==> config.mk <==
export PLATFORM = sky130hd
export DESIGN_NAME = execute_stage_mdu_flat
export DESIGN_NICKNAME = d
export VERILOG_FILES = /design/src/rtl/execute_stage_mdu_pkg.sv /design/src/rtl/execute_stage_mdu_if.sv /design/src/rtl/execute_stage_mdu_mdu.sv /design/src/rtl/execute_stage_mdu.sv /design/src/flat_wrapper.sv
export SDC_FILE = /design/constraint.sdc
export NUM_CORES = 2
export LEC_CHECK = 0
export ABC_AREA = 1
export CAP_MARGIN = 40
export CORE_MARGIN = 2
export CORE_UTILIZATION = 49
export CTS_BUF_LIST = sky130_fd_sc_hd__clkbuf_8
export DETAILED_ROUTE_END_ITERATION = 10
export PLACE_DENSITY_LB_ADDON = 0.15
export RECOVER_POWER = 50
export SLEW_MARGIN = 5
export SYNTH_ARGS = -nofsm -noshare
export SYNTH_HDL_FRONTEND = slang
export SYNTH_SLANG_ARGS = --single-unit
==> constraint.sdc <==
create_clock -name clk -period 5.9 [get_ports clk]
set_clock_uncertainty 0.2 [all_clocks]
set_input_delay 1.18 -clock clk [delete_from_list [all_inputs] [get_ports clk]]
set_output_delay 1.18 -clock clk [all_outputs]
set_load 0.01 [all_outputs]
==> src/rtl/execute_stage_mdu_pkg.sv <==
// ex_pkg: shared opcodes, forward selects and MDU state encoding for the execute stage
package ex_pkg;
  localparam logic [3:0] ALU_ADD = 4'd0;
  localparam logic [3:0] ALU_SUB = 4'd1;
  localparam logic [3:0] ALU_AND = 4'd2;
  localparam logic [3:0] ALU_OR = 4'd3;
  localparam logic [3:0] ALU_XOR = 4'd4;
  localparam logic [3:0] ALU_SLT = 4'd5;
  localparam logic [3:0] ALU_SLTU = 4'd6;
  localparam logic [3:0] ALU_SLL = 4'd7;
  localparam logic [3:0] ALU_SRL = 4'd8;
  localparam logic [3:0] ALU_SRA = 4'd9;
  localparam logic [2:0] BR_EQ = 3'b000;
  localparam logic [2:0] BR_NE = 3'b001;
  localparam logic [2:0] BR_LT = 3'b100;
  localparam logic [2:0] BR_GE = 3'b101;
  localparam logic [2:0] BR_LTU = 3'b110;
  localparam logic [2:0] BR_GEU = 3'b111;
  localparam logic [1:0] MD_MUL = 2'b00;
  localparam logic [1:0] MD_MULHU = 2'b01;
  localparam logic [1:0] MD_DIVU = 2'b10;
  localparam logic [1:0] MD_REMU = 2'b11;
  localparam logic [1:0] FWD_RD = 2'b00;
  localparam logic [1:0] FWD_W = 2'b01;
  localparam logic [1:0] FWD_M = 2'b10;
  typedef enum logic [1:0] {MDU_IDLE, MDU_BUSY, MDU_DONE} mdu_state_t;
endpackage

==> src/rtl/execute_stage_mdu_if.sv <==
// execute_stage_mdu_if: E-stage inputs (master drives) and redirect/stall/EX-MEM outputs (slave drives)
interface execute_stage_mdu_if #(parameter int XLEN = 32, parameter int RA_W = 5);
  logic valid_e, reg_write_e, mem_write_e, alu_src_e, branch_e, jump_e, jalr_e, md_e;
  logic [1:0] result_src_e, md_op_e, forward_a_e, forward_b_e;
  logic [3:0] alu_control_e;
  logic [2:0] branch_op_e;
  logic [XLEN-1:0] rd1_e, rd2_e, imm_ext_e, pc_e, pc_plus4_e, result_w;
  logic [RA_W-1:0] rd_e;
  logic pc_src_e, busy_e;
  logic [XLEN-1:0] pc_target_e;
  logic valid_m, reg_write_m, mem_write_m;
  logic [1:0] result_src_m;
  logic [RA_W-1:0] rd_m;
  logic [XLEN-1:0] alu_result_m, write_data_m, pc_plus4_m;
  modport master (
    output valid_e, reg_write_e, mem_write_e, alu_src_e, branch_e, jump_e, jalr_e, md_e,
    output result_src_e, md_op_e, forward_a_e, forward_b_e, alu_control_e, branch_op_e,
    output rd1_e, rd2_e, imm_ext_e, pc_e, pc_plus4_e, result_w, rd_e,
    input pc_src_e, busy_e, pc_target_e, valid_m, reg_write_m, mem_write_m,
    input result_src_m, rd_m, alu_result_m, write_data_m, pc_plus4_m
  );
  modport slave (
    input valid_e, reg_write_e, mem_write_e, alu_src_e, branch_e, jump_e, jalr_e, md_e,
    input result_src_e, md_op_e, forward_a_e, forward_b_e, alu_control_e, branch_op_e,
    input rd1_e, rd2_e, imm_ext_e, pc_e, pc_plus4_e, result_w, rd_e,
    output pc_src_e, busy_e, pc_target_e, valid_m, reg_write_m, mem_write_m,
    output result_src_m, rd_m, alu_result_m, write_data_m, pc_plus4_m
  );
endinterface

==> src/rtl/execute_stage_mdu_mdu.sv <==
// mdu_iterative: one-bit-per-cycle shift-add multiplier / restoring divider
// ports: start_i/op_i/a_i/b_i request; load_o accept edge, busy_o stall, done_o result valid, result_o
module mdu_iterative import ex_pkg::*; #(
  parameter int XLEN = 32
) (
  input  logic            clk,
  input  logic            rst,
  input  logic            start_i,
  input  logic [1:0]      op_i,
  input  logic [XLEN-1:0] a_i,
  input  logic [XLEN-1:0] b_i,
  output logic            load_o,
  output logic            busy_o,
  output logic            done_o,
  output logic [XLEN-1:0] result_o
);
  localparam int CW = $clog2(XLEN);
  mdu_state_t state_q, state_d;
  logic [CW-1:0] count_q;
  logic [XLEN-1:0] hi_q, lo_q, b_q, hi_d, lo_d;
  logic [1:0] op_q;
  logic [XLEN:0] sum, shl, diff;
  // hi:lo is the product (hi grows, multiplier shifts out of lo) or remainder:quotient
  always_comb begin
    state_d = state_q == MDU_IDLE ? (start_i ? MDU_BUSY : MDU_IDLE) :
              state_q == MDU_BUSY ? (count_q == '0 ? MDU_DONE : MDU_BUSY) : MDU_IDLE;
    sum = {1'b0, hi_q} + (lo_q[0] ? {1'b0, b_q} : '0);
    shl = {hi_q, lo_q[XLEN-1]};
    diff = shl - {1'b0, b_q};
    hi_d = op_q[1] ? (diff[XLEN] ? shl[XLEN-1:0] : diff[XLEN-1:0]) : sum[XLEN:1];
    lo_d = op_q[1] ? {lo_q[XLEN-2:0], ~diff[XLEN]} : {sum[0], lo_q[XLEN-1:1]};
  end
  always_ff @(posedge clk or negedge rst) begin
    if (!rst) begin
      state_q <= MDU_IDLE;
      count_q <= '0;
      hi_q <= '0;
      lo_q <= '0;
      b_q <= '0;
      op_q <= '0;
    end else begin
      state_q <= state_d;
      if (load_o) begin
        count_q <= CW'(XLEN - 1);
        hi_q <= '0;
        lo_q <= a_i;
        b_q <= b_i;
        op_q <= op_i;
      end else if (state_q == MDU_BUSY) begin
        count_q <= count_q - CW'(1);
        hi_q <= hi_d;
        lo_q <= lo_d;
      end
    end
  end
  // a zero divisor naturally leaves quotient all ones and remainder equal to the dividend
  assign load_o = (state_q == MDU_IDLE) && start_i;
  assign busy_o = load_o || (state_q == MDU_BUSY);
  assign done_o = state_q == MDU_DONE;
  assign result_o = op_q[0] ? hi_q : lo_q;
endmodule

==> src/rtl/execute_stage_mdu.sv <==
// execute_stage_mdu: RV32 execute stage with forwarding, branch resolution, ALU, iterative MDU and EX/MEM register
// ports: clk, rst (async active-low), bus (slave side of execute_stage_mdu_if)
module execute_stage_mdu import ex_pkg::*; #(
  parameter int XLEN = 32,
  parameter int RA_W = 5,
  parameter bit MDU_EN = 1'b1
) (
  input logic clk,
  input logic rst,
  execute_stage_mdu_if.slave bus
);
  localparam int SH = $clog2(XLEN);
  logic [XLEN-1:0] src_a, fwd_b, src_b, alu_res, md_res, hold_wd_q, hold_pc4_q;
  logic cond, start, md_load, md_busy, md_done, hold_rw_q, hold_mw_q;
  logic [1:0] hold_rs_q;
  logic [RA_W-1:0] hold_rd_q;
  always_comb begin
    src_a = bus.forward_a_e == FWD_W ? bus.result_w : bus.forward_a_e == FWD_M ? bus.alu_result_m : bus.rd1_e;
    fwd_b = bus.forward_b_e == FWD_W ? bus.result_w : bus.forward_b_e == FWD_M ? bus.alu_result_m : bus.rd2_e;
    src_b = bus.alu_src_e ? bus.imm_ext_e : fwd_b;
  end
  always_comb begin
    alu_res = '0;
    case (bus.alu_control_e)
      ALU_ADD: alu_res = src_a + src_b;
      ALU_SUB: alu_res = src_a - src_b;
      ALU_AND: alu_res = src_a & src_b;
      ALU_OR: alu_res = src_a | src_b;
      ALU_XOR: alu_res = src_a ^ src_b;
      ALU_SLT: alu_res = {{(XLEN-1){1'b0}}, $signed(src_a) < $signed(src_b)};
      ALU_SLTU: alu_res = {{(XLEN-1){1'b0}}, src_a < src_b};
      ALU_SLL: alu_res = src_a << src_b[SH-1:0];
      ALU_SRL: alu_res = src_a >> src_b[SH-1:0];
      ALU_SRA: alu_res = $unsigned($signed(src_a) >>> src_b[SH-1:0]);
      default: alu_res = '0;
    endcase
  end
  always_comb begin
    cond = 1'b0;
    case (bus.branch_op_e)
      BR_EQ: cond = src_a == fwd_b;
      BR_NE: cond = src_a != fwd_b;
      BR_LT: cond = $signed(src_a) < $signed(fwd_b);
      BR_GE: cond = $signed(src_a) >= $signed(fwd_b);
      BR_LTU: cond = src_a < fwd_b;
      BR_GEU: cond = src_a >= fwd_b;
      default: cond = 1'b0;
    endcase
  end
  assign bus.pc_src_e = rst && bus.valid_e && (bus.jump_e || bus.jalr_e || (bus.branch_e && cond));
  assign bus.pc_target_e = bus.jalr_e ? (src_a + bus.imm_ext_e) & {{(XLEN-1){1'b1}}, 1'b0} : bus.pc_e + bus.imm_ext_e;
  // gating with rst lets busy_e fall as soon as reset asserts even if the md op is still presented
  assign start = MDU_EN && rst && bus.valid_e && bus.md_e;
  generate
    if (MDU_EN) begin : g_mdu
      mdu_iterative #(.XLEN(XLEN)) u_mdu (
        .clk(clk), .rst(rst), .start_i(start), .op_i(bus.md_op_e), .a_i(src_a), .b_i(src_b),
        .load_o(md_load), .busy_o(md_busy), .done_o(md_done), .result_o(md_res)
      );
    end else begin : g_no_mdu
      assign md_load = 1'b0;
      assign md_busy = 1'b0;
      assign md_done = 1'b0;
      assign md_res = '0;
    end
  endgenerate
  assign bus.busy_e = md_busy;
  // md instruction's EX/MEM fields, frozen at start so forwarding changes while busy are ignored
  always_ff @(posedge clk or negedge rst) begin
    if (!rst) begin
      hold_rd_q <= '0;
      hold_rw_q <= 1'b0;
      hold_mw_q <= 1'b0;
      hold_rs_q <= '0;
      hold_wd_q <= '0;
      hold_pc4_q <= '0;
    end else if (md_load) begin
      hold_rd_q <= bus.rd_e;
      hold_rw_q <= bus.reg_write_e;
      hold_mw_q <= bus.mem_write_e;
      hold_rs_q <= bus.result_src_e;
      hold_wd_q <= fwd_b;
      hold_pc4_q <= bus.pc_plus4_e;
    end
  end
  always_ff @(posedge clk or negedge rst) begin
    if (!rst) begin
      bus.valid_m <= 1'b0;
      bus.reg_write_m <= 1'b0;
      bus.mem_write_m <= 1'b0;
      bus.result_src_m <= '0;
      bus.rd_m <= '0;
      bus.alu_result_m <= '0;
      bus.write_data_m <= '0;
      bus.pc_plus4_m <= '0;
    end else if (bus.busy_e) begin
      bus.valid_m <= 1'b0;
      bus.reg_write_m <= 1'b0;
      bus.mem_write_m <= 1'b0;
    end else if (md_done) begin
      bus.valid_m <= 1'b1;
      bus.reg_write_m <= hold_rw_q;
      bus.mem_write_m <= hold_mw_q;
      bus.result_src_m <= hold_rs_q;
      bus.rd_m <= hold_rd_q;
      bus.alu_result_m <= md_res;
      bus.write_data_m <= hold_wd_q;
      bus.pc_plus4_m <= hold_pc4_q;
    end else begin
      bus.valid_m <= bus.valid_e;
      bus.reg_write_m <= bus.valid_e && bus.reg_write_e;
      bus.mem_write_m <= bus.valid_e && bus.mem_write_e;
      bus.result_src_m <= bus.valid_e ? bus.result_src_e : '0;
      bus.rd_m <= bus.rd_e;
      bus.alu_result_m <= alu_res;
      bus.write_data_m <= fwd_b;
      bus.pc_plus4_m <= bus.pc_plus4_e;
    end
  end
endmodule

==> src/flat_wrapper.sv <==
// flat-port wrapper written by rule: the top's interface ports become plain ports
module execute_stage_mdu_flat import ex_pkg::*;
#(
  parameter int XLEN = 32,
  parameter int RA_W = 5,
  parameter bit MDU_EN = 1'b1
)
  (clk, rst, bus_valid_e, bus_reg_write_e, bus_mem_write_e, bus_alu_src_e, bus_branch_e, bus_jump_e, bus_jalr_e, bus_md_e, bus_result_src_e, bus_md_op_e, bus_forward_a_e, bus_forward_b_e, bus_alu_control_e, bus_branch_op_e, bus_rd1_e, bus_rd2_e, bus_imm_ext_e, bus_pc_e, bus_pc_plus4_e, bus_result_w, bus_rd_e, bus_pc_src_e, bus_busy_e, bus_pc_target_e, bus_valid_m, bus_reg_write_m, bus_mem_write_m, bus_result_src_m, bus_rd_m, bus_alu_result_m, bus_write_data_m, bus_pc_plus4_m);
  execute_stage_mdu_if #(.XLEN(XLEN), .RA_W(RA_W)) bus_i ();
  input logic clk;
  input logic rst;
  input wire logic [$bits(bus_i.valid_e)-1:0] bus_valid_e;
  input wire logic [$bits(bus_i.reg_write_e)-1:0] bus_reg_write_e;
  input wire logic [$bits(bus_i.mem_write_e)-1:0] bus_mem_write_e;
  input wire logic [$bits(bus_i.alu_src_e)-1:0] bus_alu_src_e;
  input wire logic [$bits(bus_i.branch_e)-1:0] bus_branch_e;
  input wire logic [$bits(bus_i.jump_e)-1:0] bus_jump_e;
  input wire logic [$bits(bus_i.jalr_e)-1:0] bus_jalr_e;
  input wire logic [$bits(bus_i.md_e)-1:0] bus_md_e;
  input wire logic [$bits(bus_i.result_src_e)-1:0] bus_result_src_e;
  input wire logic [$bits(bus_i.md_op_e)-1:0] bus_md_op_e;
  input wire logic [$bits(bus_i.forward_a_e)-1:0] bus_forward_a_e;
  input wire logic [$bits(bus_i.forward_b_e)-1:0] bus_forward_b_e;
  input wire logic [$bits(bus_i.alu_control_e)-1:0] bus_alu_control_e;
  input wire logic [$bits(bus_i.branch_op_e)-1:0] bus_branch_op_e;
  input wire logic [$bits(bus_i.rd1_e)-1:0] bus_rd1_e;
  input wire logic [$bits(bus_i.rd2_e)-1:0] bus_rd2_e;
  input wire logic [$bits(bus_i.imm_ext_e)-1:0] bus_imm_ext_e;
  input wire logic [$bits(bus_i.pc_e)-1:0] bus_pc_e;
  input wire logic [$bits(bus_i.pc_plus4_e)-1:0] bus_pc_plus4_e;
  input wire logic [$bits(bus_i.result_w)-1:0] bus_result_w;
  input wire logic [$bits(bus_i.rd_e)-1:0] bus_rd_e;
  output wire logic [$bits(bus_i.pc_src_e)-1:0] bus_pc_src_e;
  output wire logic [$bits(bus_i.busy_e)-1:0] bus_busy_e;
  output wire logic [$bits(bus_i.pc_target_e)-1:0] bus_pc_target_e;
  output wire logic [$bits(bus_i.valid_m)-1:0] bus_valid_m;
  output wire logic [$bits(bus_i.reg_write_m)-1:0] bus_reg_write_m;
  output wire logic [$bits(bus_i.mem_write_m)-1:0] bus_mem_write_m;
  output wire logic [$bits(bus_i.result_src_m)-1:0] bus_result_src_m;
  output wire logic [$bits(bus_i.rd_m)-1:0] bus_rd_m;
  output wire logic [$bits(bus_i.alu_result_m)-1:0] bus_alu_result_m;
  output wire logic [$bits(bus_i.write_data_m)-1:0] bus_write_data_m;
  output wire logic [$bits(bus_i.pc_plus4_m)-1:0] bus_pc_plus4_m;
  assign bus_i.valid_e = bus_valid_e;
  assign bus_i.reg_write_e = bus_reg_write_e;
  assign bus_i.mem_write_e = bus_mem_write_e;
  assign bus_i.alu_src_e = bus_alu_src_e;
  assign bus_i.branch_e = bus_branch_e;
  assign bus_i.jump_e = bus_jump_e;
  assign bus_i.jalr_e = bus_jalr_e;
  assign bus_i.md_e = bus_md_e;
  assign bus_i.result_src_e = bus_result_src_e;
  assign bus_i.md_op_e = bus_md_op_e;
  assign bus_i.forward_a_e = bus_forward_a_e;
  assign bus_i.forward_b_e = bus_forward_b_e;
  assign bus_i.alu_control_e = bus_alu_control_e;
  assign bus_i.branch_op_e = bus_branch_op_e;
  assign bus_i.rd1_e = bus_rd1_e;
  assign bus_i.rd2_e = bus_rd2_e;
  assign bus_i.imm_ext_e = bus_imm_ext_e;
  assign bus_i.pc_e = bus_pc_e;
  assign bus_i.pc_plus4_e = bus_pc_plus4_e;
  assign bus_i.result_w = bus_result_w;
  assign bus_i.rd_e = bus_rd_e;
  assign bus_pc_src_e = bus_i.pc_src_e;
  assign bus_busy_e = bus_i.busy_e;
  assign bus_pc_target_e = bus_i.pc_target_e;
  assign bus_valid_m = bus_i.valid_m;
  assign bus_reg_write_m = bus_i.reg_write_m;
  assign bus_mem_write_m = bus_i.mem_write_m;
  assign bus_result_src_m = bus_i.result_src_m;
  assign bus_rd_m = bus_i.rd_m;
  assign bus_alu_result_m = bus_i.alu_result_m;
  assign bus_write_data_m = bus_i.write_data_m;
  assign bus_pc_plus4_m = bus_i.pc_plus4_m;
  execute_stage_mdu #(.XLEN(XLEN), .RA_W(RA_W), .MDU_EN(MDU_EN)) u_core (.clk(clk), .rst(rst), .bus(bus_i));
endmodule
==> impl_metrics.csv <==
group,metric,value,unit
route,drt_iter0_drc,6028,
floorplan,start_util,49.6,%
run_status,status,"finished with violations",
route,post_drt_via_cell_ratio,6.11,
power_and_ir_drop,p_switching,8.58,mW
timing,setup-tns-final,0,ps
placement,place_inst,6658,
cells_and_area,final_cell_mix,"nand2_1, inv_1, buf_4, nand3_1, a21oi_1",
worst_setup_path,required,4520,ps
worst_setup_path,crit_path_end_kind,"primary output",
route,drc,0,
power_and_ir_drop,internal_power,7.65,mW
timing,tightest_slew,4100,ps
synth,synth-async-reset-ratio,100,%
worst_setup_path,worstPathArrival,4390,ps
route,first_pass_iters,8,
synth,ys_seq_area_share,22.2,%
run_status,violations,"max-capacitance violations, max-slew violations",
clocking,cts_root_buf,"clkbuf_8",
clocking,cts_hold_buf,0,
route,via_count,41400,
worst_setup_path,startpoint_type,"input pin",
power_and_ir_drop,pwr-share-seq,22.5,%
clocking,worstSkewPairLatency,690,ps
synth,synth_top_cell_by_area,"dfrtp_1",
grt,overflow,0,
synth,post_synth_instance_area,32000,um2
power_and_ir_drop,p_clk_share,12.6,%
clocking,cts_tree,"done",
route,topRoutingLayerUsed,"met5",
placement,port_buffers,361,
synth,synth_top_area_share,22.2,%
grt,grt_start_max_net_pins,168,
floorplan,die-height,260,um
worst_setup_path,cpPeakStageDelay,330,ps
grt,grt_pass1_vias,37400,
grt,grt_antenna_before_repair,13,
route,post_drt_wl_per_cell,24.5,um
clocking,cts-htree-levels,2,
power_and_ir_drop,p_sw_share,52.9,%
power_and_ir_drop,p_leak,20.8,nW
timing,post-route-period-util,97.8,%
synth,synth_area_leaders,"dfrtp_1, nand2_1, ha_1",
route,dr_wl_met2,65700,um
worst_setup_path,rr_worst_depth,4,
synth,synth_edf_count,0,
floorplan,dieArea,67400,um2
worst_setup_path,path_cells,"clkdlybuf4s15_2, inv_2, nand2_1, buf_12, nand2_1, nand3_1, o21ai_1, inv_2, ha_4, nand2_1, nor4_2, buf_4, nand4_1, o211ai_1, nand3_1, o211ai_1, buf_4, nand3_1, nand2_1, o21ai_0, o21ai_1, clkbuf_2",
route,final_antenna_net_count,0,
placement,gp_congestion,1.11,
clocking,clkSinkCount,284,
hold_path,hold_class,"input pin to asynchronous set/reset pin",
timing,slew_headroom,-173,%
cells_and_area,areaGrowthSynthToFinish,27.6,%
cells_and_area,final_nets,6347,
power_and_ir_drop,irDropWorstVdd,0.375,mV
worst_setup_path,path_class,"input pin to primary output",
route,wl,166000,um
power_and_ir_drop,combPwrFrac,64.9,%
clocking,clkTransAtPathRegs,60,ps
floorplan,core_area,64500,um2
timing,hold_viol,0,
cells_and_area,final_common_cell,"nand2_1",
timing,finalCriticalPeriod,5770,ps
timing,fmax,173,MHz
power_and_ir_drop,finalPower,16.2,mW
worst_setup_path,critPathSlowestCell,"nor4_2",
worst_setup_path,ff2ff_setup_slack,790,ps
cells_and_area,finalNonFillerCells,6770,
timing,rsz0062_at_grt,"true",
worst_setup_path,reg2reg_from,"u_core.g_mdu.u_mdu.state_q[1]",
timing,setup_violations,0,
floorplan,pin_count,362,
grt,grt_first_pass_wirelength,240000,um
timing,finalMaxSlewViolations,380,
worst_setup_path,critPathMaxFanout,15,
timing,whs,126,ps
synth,ys_ff_latch,284,
power_and_ir_drop,power_density,397,nW/um2
clocking,cts_buffers,52,
grt,grtUsageTotal,47.5,%
worst_setup_path,cp_common_cell,"nand2_1",
worst_setup_path,r2r_end,"u_core.g_mdu.u_mdu.lo_q[31]",
route,wl_met3,23600,um
cells_and_area,fill_cells,6182,
synth,syn-num-nets,5672,
route,wl_met1,64100,um
floorplan,die_x,260,um
synth,synth_cells,5189,
synth,avgSynthCellArea,6.17,um2
synth,ys.flop_type,"dfrtp_1",
placement,place_hpwl,132000,um
cells_and_area,drive_gt1_share,13.2,%
flow_run,cap_violations,5,
synth,ys_warn_count,0,
floorplan,std_cell_rows,93,
synth,synth_cell_types,65,
clocking,cts_max_path_buffers,3,
==> state kept, by name, summed over array words and instances, names as in the netlist, 32 cells and up <==
name / count
u_core.bus.alu_result_m: 32
u_core.bus.pc_plus4_m: 32
u_core.bus.write_data_m: 32
u_core.g_mdu.u_mdu.b_q: 32
u_core.g_mdu.u_mdu.hi_q: 32
u_core.g_mdu.u_mdu.lo_q: 32
u_core.hold_pc4_q: 32
u_core.hold_wd_q: 32
==> cell type report <==
type / count / area [um2] / area share [%]
timing repair buffer: 863 / 7470 / 18.3
clock buffer: 62 / 853 / 2.09
clock inverter: 32 / 233 / 0.570
antenna: 11 / 27.5 / 0.0674
inverter: 555 / 2100 / 5.15
tap: 855 / 1070 / 2.62
sequential: 284 / 7110 / 17.4
multi-input combinational: 4108 / 22000 / 53.8
==> how the worst max path moves through the flow <==
stage | depth (start not counted) | end | startpoint
finish | 22 | bus_pc_target_e[29] | bus_forward_a_e[0]
global route | 28 | bus_pc_target_e[28] | bus_forward_a_e[0]
CTS | 20 | bus_pc_target_e[14] | bus_forward_a_e[1]
detailed placement | 21 | bus_pc_target_e[29] | bus_forward_a_e[0]
global placement | 21 | bus_pc_target_e[29] | bus_forward_a_e[0]
floorplan | 23 | bus_pc_target_e[30] | bus_forward_a_e[1]
==> kinds of logic after synthesis <==
| family | share of synthesized area, % |
|---|---|
| and+or+nand+nor | 33.0 |
| AOI/OAI and AO/OA | 22.5 |
| buffers and inverters | 10.3 |
| DFF | 22.2 |
| adders and majority gates | 10.3 |
| xor gates and xnor gates | 1.58 |
| muxes | 0.0313 |
==> timing repair <==
item,in CTS,in global routing
setup buffers,2,5
endpoints found under the setup margin,28,26
pin swaps,5,9
resized for setup,63,78
==> stage by stage <==
stage,setup WS (ps),utilization [%],cell area [um2]
after floorplan,690,-,32000
after global placement,-846,61.1,39400
after detailed placement,-755,61.1,39400
after CTS,15.7,63.0,40600
after global routing,-23.8,63.3,40800
final,129,63.4,40900
==> worst max-delay path, delay by kind of cell <==
family	cells	cell delay, ps
adder cells (fa/ha/maj)	1	300
AND/OR/NAND/NOR	9	970
AO/OA/AOI/OAI	5	780
buffers and inverters	7	1130
==> synth_stat cells (all sizes together) (13+ instances only) <==
cell type / instances
nor2: 448
nor3: 34
o211ai: 48
inv: 546
nand3: 484
a21oi: 474
o21a: 23
buf: 100
a31oi: 61
or2: 13
o22ai: 32
nand4: 41
a21o: 21
xnor2: 25
o21bai: 23
nand3b: 15
dfrtp: 284
ha: 255
xor2: 32
clkbuf: 142
nand2: 1473
o221ai: 48
o21ai: 488
==> power groups by stage <==
stage,clock (mW),combinational [mW],sequential (mW)
2_1_floorplan,0,5.88,3.29
3_3_place_gp,0,9.90,3.58
3_5_place_dp,0,10.0,3.60
4_1_cts,2.04,10.1,3.57
5_1_grt,2.12,11.4,3.66
6_report,2.05,10.5,3.65
==> routing by layer <==
layer	vias to the layer above	global-route usage [%]
met4	10	29.5
met5	-	0
li1	18700	-
met1	19000	63.1
met2	3015	66.5
met3	629	14.9
(Power assumes the default switching activity.)
